File: src/rtl/inv_add_round_key_pkg.sv
// Shared types and constants for the inverse AddRoundKey stage of AES-128 decryption.
package inv_add_round_key_pkg;

    localparam int         RND_W  = 4;
    localparam logic [3:0] AES_NR = 4'd10;

    typedef logic [127:0]     aes_state_t;
    typedef logic [RND_W-1:0] rnd_t;

    // InvMixColumns is skipped for the initial (10) and final (0) rounds.
    function automatic logic ark_mix_en(input rnd_t rnd);
        return (rnd >= 4'd1) && (rnd <= 4'd9);
    endfunction

endpackage

File: src/rtl/inv_add_round_key_skid.sv
// One-entry skid buffer (valid + 128-bit state + 4-bit round) for inv_add_round_key.
module ark_skid_buf
    import inv_add_round_key_pkg::*;
(
    input  logic       clk,
    input  logic       rst_n,
    input  logic       i_push,
    input  logic       i_pop,
    input  aes_state_t i_state,
    input  rnd_t       i_round,
    output logic       o_valid,
    output aes_state_t o_state,
    output rnd_t       o_round
);

    logic       r_valid;
    aes_state_t r_state;
    rnd_t       r_round;

    // Capture a beat that could not enter the stalled output register.
    always_ff @(posedge clk) begin
        if (!rst_n) begin
            r_valid <= 1'b0;
            r_state <= 128'd0;
            r_round <= 4'd0;
        end else if (i_push) begin
            r_valid <= 1'b1;
            r_state <= i_state;
            r_round <= i_round;
        end else if (i_pop) begin
            r_valid <= 1'b0;
        end else begin
            r_valid <= r_valid;
        end
    end

    assign o_valid = r_valid;
    assign o_state = r_state;
    assign o_round = r_round;

endmodule

File: src/rtl/inv_add_round_key.sv
// Inverse AddRoundKey stage: XORs the state with the round key and tracks rounds 10..0.
// Optional 1-entry skid buffer enabled by defining INV_ARK_SKID_EN.
module inv_add_round_key
    import inv_add_round_key_pkg::*;
(
    input  logic         clk,
    input  logic         rst_n,
    input  logic         in_valid,
    output logic         in_ready,
    input  logic         in_start,
    input  logic [127:0] in_state,
    output logic [3:0]   key_idx,
    input  logic [127:0] in_round_key,
    output logic         out_valid,
    input  logic         out_ready,
    output logic [127:0] out_state,
    output logic [3:0]   out_round,
    output logic         out_mix_en,
    output logic         out_last,
    output logic         out_abort
);

    rnd_t       r_cnt;
    logic       r_out_valid;
    aes_state_t r_out_state;
    rnd_t       r_out_round;
    logic       r_out_mix_en;
    logic       r_out_last;
    logic       r_out_abort;

    logic       w_acc;
    logic       w_out_free;
    aes_state_t w_new_state;
    logic       w_load_valid;
    aes_state_t w_load_state;
    rnd_t       w_load_round;

    // An idle counter or an explicit start both begin a block at round 10.
    assign key_idx     = (in_start || (r_cnt == AES_NR)) ? AES_NR : r_cnt;
    assign w_acc       = in_valid && in_ready;
    assign w_new_state = in_state ^ in_round_key;
    assign w_out_free  = !r_out_valid || out_ready;

`ifdef INV_ARK_SKID_EN
    logic       w_sk_valid;
    aes_state_t w_sk_state;
    rnd_t       w_sk_round;

    ark_skid_buf u_skid (
        .clk     (clk),
        .rst_n   (rst_n),
        .i_push  (w_acc && !w_out_free),
        .i_pop   (w_out_free && w_sk_valid),
        .i_state (w_new_state),
        .i_round (key_idx),
        .o_valid (w_sk_valid),
        .o_state (w_sk_state),
        .o_round (w_sk_round)
    );

    // A full skid entry blocks input, so it never races a new beat for the output register.
    assign in_ready     = !w_sk_valid;
    assign w_load_valid = w_sk_valid || w_acc;
    assign w_load_state = w_sk_valid ? w_sk_state : w_new_state;
    assign w_load_round = w_sk_valid ? w_sk_round : key_idx;
`else
    assign in_ready     = w_out_free;
    assign w_load_valid = w_acc;
    assign w_load_state = w_new_state;
    assign w_load_round = key_idx;
`endif

    // Round counter: step down per accepted beat, reload to idle after round 0.
    always_ff @(posedge clk) begin
        if (!rst_n) begin
            r_cnt <= AES_NR;
        end else if (w_acc) begin
            r_cnt <= (key_idx == 4'd0) ? AES_NR : (key_idx - 4'd1);
        end else begin
            r_cnt <= r_cnt;
        end
    end

    // Abort pulse for one cycle after a start beat interrupts a running block.
    always_ff @(posedge clk) begin
        if (!rst_n) begin
            r_out_abort <= 1'b0;
        end else begin
            r_out_abort <= w_acc && in_start && (r_cnt != AES_NR);
        end
    end

    // Output register: load when free, otherwise hold the stalled beat.
    always_ff @(posedge clk) begin
        if (!rst_n) begin
            r_out_valid  <= 1'b0;
            r_out_state  <= 128'd0;
            r_out_round  <= 4'd0;
            r_out_mix_en <= 1'b0;
            r_out_last   <= 1'b0;
        end else if (w_out_free) begin
            r_out_valid <= w_load_valid;
            if (w_load_valid) begin
                r_out_state  <= w_load_state;
                r_out_round  <= w_load_round;
                r_out_mix_en <= ark_mix_en(w_load_round);
                r_out_last   <= (w_load_round == 4'd0);
            end else begin
                r_out_state  <= r_out_state;
            end
        end else begin
            r_out_valid <= r_out_valid;
        end
    end

    assign out_valid  = r_out_valid;
    assign out_state  = r_out_state;
    assign out_round  = r_out_round;
    assign out_mix_en = r_out_mix_en;
    assign out_last   = r_out_last;
    assign out_abort  = r_out_abort;

endmodule
File: config.mk
export PLATFORM = sky130hd
export DESIGN_NAME = inv_add_round_key
export DESIGN_NICKNAME = d
export VERILOG_FILES = /design/src/rtl/inv_add_round_key_pkg.sv /design/src/rtl/inv_add_round_key_skid.sv /design/src/rtl/inv_add_round_key.sv
export SDC_FILE = /design/constraint.sdc
export NUM_CORES = 1
export LEC_CHECK = 0
export BUFFER_PORTS_ARGS = -buffer_cell sky130_fd_sc_hd__buf_4
export CAP_MARGIN = 15
export CORE_MARGIN = 5
export CORE_UTILIZATION = 33
export CTS_CLUSTER_DIAMETER = 80
export DETAILED_ROUTE_END_ITERATION = 10
export SYNTH_ARGS = -nofsm -noshare
export SYNTH_HDL_FRONTEND = slang
export SYNTH_SLANG_ARGS = --single-unit
File: constraint.sdc
create_clock -name clk -period 4.91 [get_ports clk]
set_input_delay 0 -clock clk [delete_from_list [all_inputs] [get_ports clk]]
set_output_delay 0 -clock clk [all_outputs]
set_load 0.02 [all_outputs]
After elaboration in Yosys (flattened, before gate mapping)
Index checks and enable logic that the tools add are counted.
- register bits: 140
- output and inout bits: 141
- add/subtract/negate cells: 1
- order comparisons: 2
- equality and inequality tests: 2
- mux-type cells: 2
- bitwise logic cells: 1
- reductions and logical operators: 9
- operators by type and width (operator ; count):
    $xor A128 B128 Y128 ; 1
    $mux W4 ; 2
    $eq A4 B4 Y1 const B ; 1
    $ge A4 B1 Y1 const B ; 1
    $le A4 B4 Y1 const B ; 1
    $logic_and A1 B1 Y1 ; 4
    $logic_not A4 Y1 ; 1
    $ne A4 B4 Y1 const B ; 1
    $sub A4 B1 Y4 const B ; 1
    $logic_or A1 B1 Y1 ; 2
    $reduce_and A2 Y1 ; 1
    $logic_not A1 Y1 ; 1

Depth between registers and ports, before layout
Gate-level depths: netlist (run 1).
- word-level depth: 5
- mapped depth: 7
- gate-level depth less buffers: 6

Worst setup path after synthesis (run 1)
No wires, ideal clock.
- path type: register -> register
- from: register r_cnt[1]
- to: register r_cnt[2]
- arrival time: 1.413 ns
- required time: 4.780 ns
- slack: 3.367 ns
- cell stages (with the launch flop): 6
- clock period less this slack: 1.543 ns
- path through: dfxtp_1 -> nor2_1 -> ha_1 -> or4b_4 -> nand4_1 -> a21oi_1
- word-level cells in the longest chain between the ends: 5
- elaborated cells between the ends (all ways): 6
- classes of those cells: 1 x add/sub; 1 x eq/ne; 2 x mux; 2 x reduce/logical
- RTL lines (what ; RTL line ; RTL):
    from (decl) ; inv_add_round_key.sv:23 ; rnd_t r_cnt;
    from (signal assigned) ; inv_add_round_key.sv:78 ; r_cnt <= (key_idx == 4'd0) ? AES_NR : (key_idx - 4'd1);
    from (signal assigned) ; inv_add_round_key.sv:80 ; r_cnt <= r_cnt;
    $eq A4 B4 Y1 ; inv_add_round_key.sv:39 ; assign key_idx = (in_start || (r_cnt == AES_NR)) ? AES_NR : r_cnt;
    $logic_or A1 B1 Y1 ; inv_add_round_key.sv:39 ;
    $mux W4 * ; inv_add_round_key.sv:39 ;
    $sub A4 B1 Y4 / $logic_not A4 Y1 (equally long branches) ; inv_add_round_key.sv:78 ;
    $mux W4 * ; inv_add_round_key.sv:78 ;
Mark *: on every way between the ends. The rest lies on a longest branch, timed or not.
A chain may end at the register's enable or synchronous reset.

Worst setup path in the final report (run 1)
- from: register r_out_valid, in the netlist out_valid
- to: register r_out_state[103], in the netlist out_state[103]
- word-level cells in the longest chain between the ends: 4
- RTL lines (what ; RTL line ; RTL):
    from (decl) ; inv_add_round_key.sv:24 ; logic r_out_valid;
    from (signal assigned) ; inv_add_round_key.sv:102 ; r_out_valid <= w_load_valid;
    from (signal assigned) ; inv_add_round_key.sv:112 ; r_out_valid <= r_out_valid;
    $logic_not A1 Y1 * ; inv_add_round_key.sv:42 ; assign w_out_free = !r_out_valid || out_ready;
    $logic_or A1 B1 Y1 * ; inv_add_round_key.sv:42 ;
    $logic_and A1 B1 Y1 ; inv_add_round_key.sv:40 ; assign w_acc = in_valid && in_ready;
    $reduce_and A2 Y1 (no line) * ; -- ;
    to (signal assigned) ; inv_add_round_key.sv:104 ; r_out_state <= w_load_state;
    to (signal assigned) ; inv_add_round_key.sv:109 ; r_out_state <= r_out_state;
    to (decl) ; inv_add_round_key.sv:25 ; aes_state_t r_out_state;
Marks and branches as above.

==> impl_metrics.json, run 1 <==
{
  "rsz0062_at_grt": "false",
  "grt_pass1_vias": 7819,
  "grt_pass1_wl_mm": 42.4,
  "track_usage_pct": 20.0,
  "cp_cell_sequence": "nor2b_4 > inv_6 > buf_4 > a21oi_1 > a211oi_1",
  "finalSetupViolCount": 0,
  "drc": 0,
  "crit_type": "reg2reg",
  "cts_tree": "done",
  "fill_cells": 1751,
  "crit_required_ps": 5220,
  "start_kind": "flop",
  "dp_hpwl_mm": 16.6,
  "critPathBufInv": 2,
  "finalClockSkew_ps": 6.92,
  "yosys.area.top_type_share_pct": 38.1,
  "hold_ws_ps": 3.82,
  "relSlewSlack_pct": 29.8,
  "ys_seq_elements": 140,
  "synth.distinct_cells": 42,
  "grt-ovfl-total": 0,
  "final_cell_mix": "buf_4, dlygate4sd3_1, dfxtp_1, xnor2_1, a211oi_2",
  "finalInstanceArea_um2": 13400,
  "synth_ff_type": "dfxtp_1",
  "core-area_um2": 21900,
  "wl_per_cell_um": 17.0,
  "first_pass_iters": 5,
  "final-hold-violation-count": 0,
  "synth_edf_count": 0,
  "ir_worst_vdd_v": 0.000212,
  "clockRootBuffer": "clkbuf_16",
  "dr_wl_met2_mm": 13.7,
  "syn_area_per_cell_um2": 11.5,
  "syn-num-nets": 905,
  "synthArstFlopShare_pct": 0,
  "setup_tns_ps": 0,
  "cp_slowest_stage_delay_ps": 600,
  "synthesis.instances": 641,
  "area_delta_synth_final_pct": 82.5,
  "first_iter_violations": 312,
  "slowest_stage": "inv_6",
  "syn-cell-area_um2": 7360,
  "antenna_found_initial": 1,
  "drv_cap": 0,
  "yosys_warnings": 0,
  "finalMaxSlewViolations": 0,
  "mostFrequentLayoutCell": "buf_4",
  "final_util_pct": 61.3,
  "num_rows": 54,
  "cts_buffers": 17,
  "cts_sinks": 140,
  "fmax_mhz": 424,
  "yosysSeqAreaShare_pct": 38.1,
  "drive_gt1_share_pct": 51.7,
  "gp_congestion": 0.750,
  "met1_length_mm": 10.4,
  "io_buffers": 401,
  "io_pins": 402,
  "clk_latency_ps": 410,
  "cellPowerDensity_nw_per_um2": 275,
  "cts_resized": 0,
  "placed_area_um2": 10300,
  "ctsHtreeMaxLevel": 4,
  "wl_met3_mm": 1.76,
  "cts_max_path_buffers": 2,
  "min_period_ps": 2360,
  "die_area_um2": 25400,
  "worstPathMaxFanout": 88,
  "clk_pin_slew_ps": 60,
  "routed_wl_mm": 26.5,
  "critPathTopFamily": "buffers and inverters",
  "die_y_um": 159,
  "synth_top_area_cell": "dfxtp_1",
  "die_w_um": 159,
  "nNetsFinal": 1530,
  "tightest_slew_ps": 1050,
  "hp-class": "in2reg",
  "outcome": "complete, no violations",
  "highest-signal-layer": "met4",
  "seq_area_um2": 2800,
  "grt_max_degree": 89,
  "multi_input_area_um2": 4010,
  "crit_path_end_kind": "flop",
  "timing.final.crit_share_pct": 48.0,
  "power.leakage_nw": 5.40,
  "ant_nets": 0,
  "cp.arrival_ps": 2670,
  "synthTopCellsByArea": "dfxtp_1, a211oi_2, xnor2_1",
  "initial_core_util_pct": 33.6,
  "vias_per_cell": 4.72,
  "via_count": 7362
}
[cells by family after synthesis]
| group | Yosys count | share of synthesized area, % |
|---|---|---|
| compound gates | 282 | 36.8 |
| flops | 140 | 38.1 |
| simple gates | 21 | 1.80 |
| buf+inv | 67 | 7.53 |
| fa+ha+maj | 3 | 0.510 |
| xor+xnor | 128 | 15.2 |
[through the flow]
step / instances / setup WS (ps) / total power [mW]
final: 1560 / 2550 / 3.69
after global routing: 1560 / 2440 / 3.86
after CTS: 1559 / 2670 / 3.73
after detailed placement: 1269 / 2680 / 2.23
after global placement: 1269 / 2740 / 2.23
after floorplan: 641 / 3370 / 1.84
[final cells by class]
type                            count  share of cell area (%)
Antenna cell                        1                  0.0186
Clock buffer                       20                    3.40
Clock inverter                     12                   0.839
Inverter                            7                   0.270
Multi-Input combinational cell    434                    29.8
Sequential cell                   140                    20.9
Tap cell                          280                    2.61
Timing Repair Buffer              666                    42.2
[state kept, by name (all words and copies together) (netlist names)]
name	flops
out_valid	1
out_state	128
out_round	4
r_cnt	4
out_abort	1
out_last	1
out_mix_en	1
[synth_stat cells, types with 2 or more instances]
library cell	n
a21oi_2	100
nand3_1	2
a211oi_1	16
nor3_1	2
dfxtp_1	140
nor2b_1	2
inv_1	4
nand2_1	2
ha_1	3
buf_2	13
xnor2_1	128
inv_2	2
a211oi_2	113
nor2_1	3
buf_12	11
a21oi_1	37
o21ai_0	5
buf_4	19
nand4_1	2
buf_6	4
a311oi_1	2
clkbuf_1	11
[report_power, final]
part	switching [mW]	total (mW)	internal, mW
registers	0.0651	1.30	1.23
clock network	0.511	1.24	0.728
logic	0.512	1.15	0.639
total	1.09	3.69	2.60
[worst paths after layout]
check,from,to,slack [ps],cells after the start
min,in_round_key[3],out_state[3],4,3
max reg2reg,out_valid,out_state[103],2550,5
max,out_valid,out_state[103],2550,5
min reg2reg,out_round[2],out_round[2],490,2
[metal layers]
layer	vias up	track usage [%]
met5	-	0
met4	0	6.55
met3	39	5.98
met2	271	35.4
met1	3477	23.1
li1	3575	-
[what timing repair did]
action | in CTS | in global routing
hold buffers | 258 | 0
hold endpoints to repair | 135 | 0
setup endpoints to repair | 0 | 0
buffers inserted | 0 | 0
[worst min-delay path, delay by kind of cell]
family | cells | cell delay (ps)
buf+inv | 1 | 100
xor+xnor | 1 | 180
compound gates | 1 | 80
(Power assumes the default switching activity.)
==> inputs of run 2 (changes only) <==
==> constraint.sdc (replaced) <==
create_clock -name clk -period 2 [get_ports clk]
set_input_delay 0 -clock clk [delete_from_list [all_inputs] [get_ports clk]]
set_output_delay 0 -clock clk [all_outputs]
set_load 0.02 [all_outputs]
==> impl_metrics.json, run 2 (synthesis results as in run 1) <==
{
  "worstPathMaxFanout": 51,
  "routed_wl_mm": 26.5,
  "hp-class": "in2reg",
  "min_period_ps": 1680,
  "rsz0062_at_grt": "false",
  "num_rows": 54,
  "clk_latency_ps": 410,
  "finalMaxSlewViolations": 0,
  "critPathTopFamily": "buffers and inverters",
  "grt_max_degree": 90,
  "ctsHtreeMaxLevel": 4,
  "finalClockSkew_ps": 6.87,
  "cp_slowest_stage_delay_ps": 410,
  "mostFrequentLayoutCell": "buf_4",
  "first_pass_iters": 5,
  "start_kind": "flop",
  "ant_nets": 0,
  "crit_cells": 5,
  "cts_sinks": 140,
  "die_w_um": 159,
  "power.leakage_nw": 5.49,
  "clk_pin_slew_ps": 60,
  "wl_per_cell_um": 17.0,
  "drc": 0,
  "first_iter_violations": 254,
  "core-area_um2": 21900,
  "io_buffers": 401,
  "placed_area_um2": 10400,
  "tightest_slew_ps": 640,
  "drive_gt1_share_pct": 51.9,
  "hold_ws_ps": 18.5,
  "p_total_mw": 9.34,
  "setup_tns_ps": 0,
  "timing.final.crit_share_pct": 84.2,
  "crit_type": "reg2reg",
  "dp_hpwl_mm": 16.9,
  "grt_pass1_vias": 8116,
  "finalSetupViolCount": 0,
  "cts_tree": "done",
  "track_usage_pct": 20.5,
  "cellPowerDensity_nw_per_um2": 686,
  "die_y_um": 159,
  "grt_pass1_wl_mm": 43.1,
  "crit_path_end_kind": "flop",
  "cp.arrival_ps": 2020,
  "fmax_mhz": 594,
  "crit_required_ps": 2330,
  "outcome": "complete, no violations",
  "final-hold-violation-count": 0,
  "antenna_found_initial": 0,
  "finalInstanceArea_um2": 13600,
  "initial_core_util_pct": 33.6,
  "nNetsFinal": 1537,
  "area_delta_synth_final_pct": 84.9,
  "drv_cap": 0,
  "final_cell_mix": "buf_4, dlygate4sd3_1, dfxtp_1, xnor2_1, a211oi_2",
  "layoutNonFillerInstCount": 1566,
  "critPathBufInv": 2,
  "clockRootBuffer": "clkbuf_16",
  "vias_per_cell": 4.74,
  "ir_worst_vdd_v": 0.000486,
  "hold_depth": 3,
  "cts_max_path_buffers": 2,
  "cts_buffers": 17,
  "antenna_cells": 0,
  "slowest_stage": "buf_4",
  "cp_cell_sequence": "nor2b_4 > inv_6 > buf_4 > a21oi_2 > a211oi_2",
  "fill_cells": 1759,
  "relSlewSlack_pct": 57.3,
  "via_count": 7422,
  "grt-ovfl-total": 0,
  "die_area_um2": 25400,
  "r2r_cells": 5,
  "dp.cells": 1276,
  "largest_register_ffs": 128,
  "io_pins": 402,
  "gp_congestion": 0.748
}
run 2: layer usage:
metal  vias to the layer above  wire (um)  share of wire (%)  track usage (%)
met2                       277      13600                 51             36.2
met3                        44       1800                6.8             6.06
li1                       3587          -                  -                -
met1                      3514      10400                 39             23.3
met5                         -          0                  0                0
met4                         0        712                2.7             7.44
run 2: worst paths after layout:
path / start / to / slack (ps)
worst max-delay path: out_valid / out_state[25] / 320
worst min register to register: out_round[2] / out_round[2] / 490
worst max register to register: out_valid / out_state[25] / 320
worst min-delay path: in_state[11] / out_state[11] / 20
run 2: repair_timing:
action	CTS	global route
hold buffers	258	0
hold endpoints to repair	137	0
setup buffers	0	0
resized for setup	0	0
run 2: worst min-delay path: stages:
cell and delay [ps]:
buf_4 80, xnor2_1 200, a211oi_2 90
run 2: report_power, final:
part,internal (mW),switching (mW),total (mW)
Clock,2.04,1.25,3.29
Sequential,3.03,0.157,3.19
Combinational,1.59,1.27,2.86
run 2: cell type report:
type / count / area, um^2 / share of cell area (%)
inverter: 7 / 36.3 / 0.267
clock buffer: 20 / 457 / 3.36
clock inverter: 12 / 163 / 1.20
sequential: 140 / 2800 / 20.6
tap: 280 / 350 / 2.58
multi-input combinational: 434 / 4010 / 29.4
timing repair buffer: 673 / 5790 / 42.6
run 2: stage by stage:
stage / util [%] / setup WS (ps)
6_report: 62.1 / 315
5_1_grt: 62.1 / 188
4_1_cts: 62.1 / 313
3_5_place_dp: 47.5 / 339
3_3_place_gp: 47.5 / 370
2_1_floorplan: - / 457
==> inputs of run 3 (changes only) <==
--- a/config.mk
+++ b/config.mk
@@ -5,12 +5,13 @@
 export SDC_FILE = /design/constraint.sdc
 export NUM_CORES = 1
 export LEC_CHECK = 0
+export ABC_AREA = 1
 export BUFFER_PORTS_ARGS = -buffer_cell sky130_fd_sc_hd__buf_4
 export CAP_MARGIN = 15
-export CORE_MARGIN = 5
-export CORE_UTILIZATION = 33
+export CORE_AREA = 5 5 152 154
 export CTS_CLUSTER_DIAMETER = 80
 export DETAILED_ROUTE_END_ITERATION = 10
+export DIE_AREA = 0 0 157 159
 export SYNTH_ARGS = -nofsm -noshare
 export SYNTH_HDL_FRONTEND = slang
 export SYNTH_SLANG_ARGS = --single-unit
==> constraint.sdc (replaced) <==
create_clock -name clk -period 1.5 [get_ports clk]
set_input_delay 0 -clock clk [delete_from_list [all_inputs] [get_ports clk]]
set_output_delay 0 -clock clk [all_outputs]
set_load 0.02 [all_outputs]
==> impl_metrics.json, run 3 <==
{
  "cellPowerDensity_nw_per_um2": 956,
  "syn-cell-area_um2": 5890,
  "yosys.area.top_type_share_pct": 47.6,
  "die_y_um": 159,
  "timing.rr.start": "r_cnt[3]",
  "worstHoldStart": "rst_n",
  "vias_per_cell": 4.40,
  "cts_tree": "done",
  "syn-num-nets": 906,
  "synth_ff_type": "dfxtp_1",
  "routed_wl_mm": 24.1,
  "grt_pass1_wl_mm": 37.3,
  "final-hold-violation-count": 0,
  "crit_type": "reg2reg",
  "crit_path_frequent_cell": "nand2_4",
  "outcome": "finished with violations",
  "power.switching_mw": 3.26,
  "finalMaxSlewViolations": 0,
  "io_buffers": 401,
  "tightest_slew_ps": 292,
  "initial_core_util_pct": 27.3,
  "cts_buffers": 17,
  "crit_required_ps": 1790,
  "p_total_mw": 11.9,
  "ctsHtreeMaxLevel": 4,
  "r2r_slack_ps": -6,
  "worstPathMaxFanout": 6,
  "timing.final.crit_share_pct": 100,
  "hp-class": "in2reg",
  "gp_congestion": 0.804,
  "start_kind": "flop",
  "finalClockSkew_ps": 6.16,
  "ant_nets": 0,
  "seqPwrFrac_pct": 35.4,
  "die_w_um": 157,
  "via_count": 7017,
  "synth.distinct_cells": 23,
  "area_delta_synth_final_pct": 111,
  "cp_slowest_stage_delay_ps": 320,
  "syn_area_per_cell_um2": 9.17,
  "clockRootBuffer": "clkbuf_16",
  "antenna_cells": 0,
  "cp_cell_sequence": "nand2_2 > inv_2 > nand2_4 > nand2_4 > nor2_4 > ha_4 > nand4_1 > and2_4 > nand2_1 > a21oi_1",
  "first_iter_violations": 315,
  "die_area_um2": 25000,
  "clk_latency_ps": 410,
  "fmax_mhz": 664,
  "largest_register_ffs": 128,
  "final_cell_mix": "buf_4, dlygate4sd3_1, a21oi_1, dfxtp_1, xnor2_1",
  "grt-ovfl-total": 0,
  "drc": 0,
  "antenna_found_initial": 0,
  "track_usage_pct": 18.5,
  "intPower_mw": 8.62,
  "grt_pass1_vias": 7413,
  "synthesis.instances": 642,
  "wl_per_cell_um": 15.1,
  "slowest_stage": "dfxtp_2",
  "setup_tns_ps": -9.82,
  "finalSetupViolCount": 2,
  "yosysSeqAreaShare_pct": 47.6,
  "synth_common_cells": "dfxtp_1, a21oi_1, xnor2_1",
  "cts_max_path_buffers": 2,
  "ir_worst_vdd_v": 0.000687,
  "mostFrequentLayoutCell": "buf_4",
  "drive_gt1_share_pct": 36.0,
  "synth_edf_count": 0,
  "critPathTopFamily": "simple AND/OR/NAND/NOR gates",
  "num_rows": 54,
  "finalInstanceArea_um2": 12400,
  "core-area_um2": 21600,
  "synthTopCellsByArea": "dfxtp_1, xnor2_1, a21oi_1",
  "min_period_ps": 1510,
  "placed_area_um2": 9150,
  "first_pass_iters": 4,
  "cp.arrival_ps": 1800,
  "fill_cells": 1750,
  "critPathBufInv": 1,
  "relSlewSlack_pct": 80.5,
  "nNetsFinal": 1564,
  "cts_sinks": 140,
  "yosysMostFrequentCell": "dfxtp_1",
  "finalWorstSetupSlack_ps": -5.65,
  "clkPwrFrac_pct": 36.3,
  "ys_seq_elements": 140,
  "pwr-share-comb_pct": 28.3,
  "violations": "negative setup slack",
  "hold_ws_ps": 88.3,
  "yosys_warnings": 0,
  "synth_top_area_cell": "dfxtp_1",
  "rsz0062_at_grt": "true",
  "swShare_pct": 27.4,
  "final_util_pct": 57.7,
  "drv_cap": 0,
  "dp_hpwl_mm": 15.5,
  "power.leakage_nw": 5.48,
  "synthArstFlopShare_pct": 0,
  "grt_max_degree": 75,
  "io_pins": 402,
  "crit_start": "r_cnt[3]",
  "crit_path_end_kind": "flop",
  "clk_pin_slew_ps": 60
}
==> run 3: cell count changes after synthesis, moves of 4 or more <==
cell	delta
a21oi_1	+99
o21ai_1	+22
a211oi_1	-16
inv_1	+9
nand2_4	+4
buf_4	-18
o21ai_0	+108
nand2_1	+14
buf_12	-10
a21oi_2	-100
buf_2	+12
a211oi_2	-113
buf_6	+5
==> run 3: stage by stage <==
stage / setup slack (ps) / cells
2_1_floorplan: 77.5 / 642
3_3_place_gp: 105 / 1297
3_5_place_dp: 58.7 / 1297
4_1_cts: 3.18 / 1590
5_1_grt: -101 / 1593
6_report: -5.65 / 1593
==> run 3: power by group through the flow <==
stage	Combinational (mW)	Clock, mW	Sequential, mW
6_report	3.36	4.31	4.21
4_1_cts	3.31	4.43	4.21
3_3_place_gp	2.52	0	4.27
2_1_floorplan	0.824	0	4.66
3_5_place_dp	2.53	0	4.28
5_1_grt	3.61	4.59	4.24
==> run 3: tightest hold or removal path: cells and delay by family <==
kind | cells | cell delay [ps]
AO/OA/AOI/OAI | 2 | 140
buffers and inverters | 2 | 300
==> run 3: kinds of logic (layout without fill, tap and decap cells) <==
logic type,count (synthesis),count (layout),synth area share (%)
AND/OR/NAND/NOR,40,40,3.80
XOR/XNOR,128,128,19.0
buffers and inverters,60,731,5.89
adder cells (fa/ha/maj),3,3,0.638
AO/OA/AOI/OAI,271,271,23.0
flip-flops,140,140,47.6
==> run 3: final timing paths <==
check / end / cells past startpoint
hold / removal: out_state[2] / 4
hold reg to reg: out_state[19] / 2
setup reg to reg: r_cnt[2] / 10
setup / recovery: r_cnt[2] / 10
==> run 3: layout make-up <==
| class | instances | area, um^2 | share of cell area (%) |
|---|---|---|---|
| Sequential cell | 140 | 2810 | 22.6 |
| Clock inverter | 12 | 163 | 1.31 |
| Multi-Input combinational cell | 442 | 2770 | 22.3 |
| Clock buffer | 20 | 437 | 3.51 |
| Inverter | 16 | 65.1 | 0.523 |
| Timing Repair Buffer | 683 | 5840 | 47.0 |
| Tap cell | 280 | 350 | 2.82 |
==> run 3: what timing repair did <==
action / 4_1_cts / 5_1_grt
resized for setup: 0 / 15
hold buffers: 261 / 0
endpoints found under the setup margin: 0 / 6
buffers inserted: 0 / 3
hold endpoints to repair: 135 / 0
==> run 3: metal layers <==
layer / vias up / share of wire, % / track usage, %
li1: 3522 / - / -
met3: 38 / 9.1 / 6.03
met5: - / 0 / 0
met4: 0 / 2.6 / 6.79
met2: 302 / 51 / 33.5
met1: 3155 / 37 / 19.8
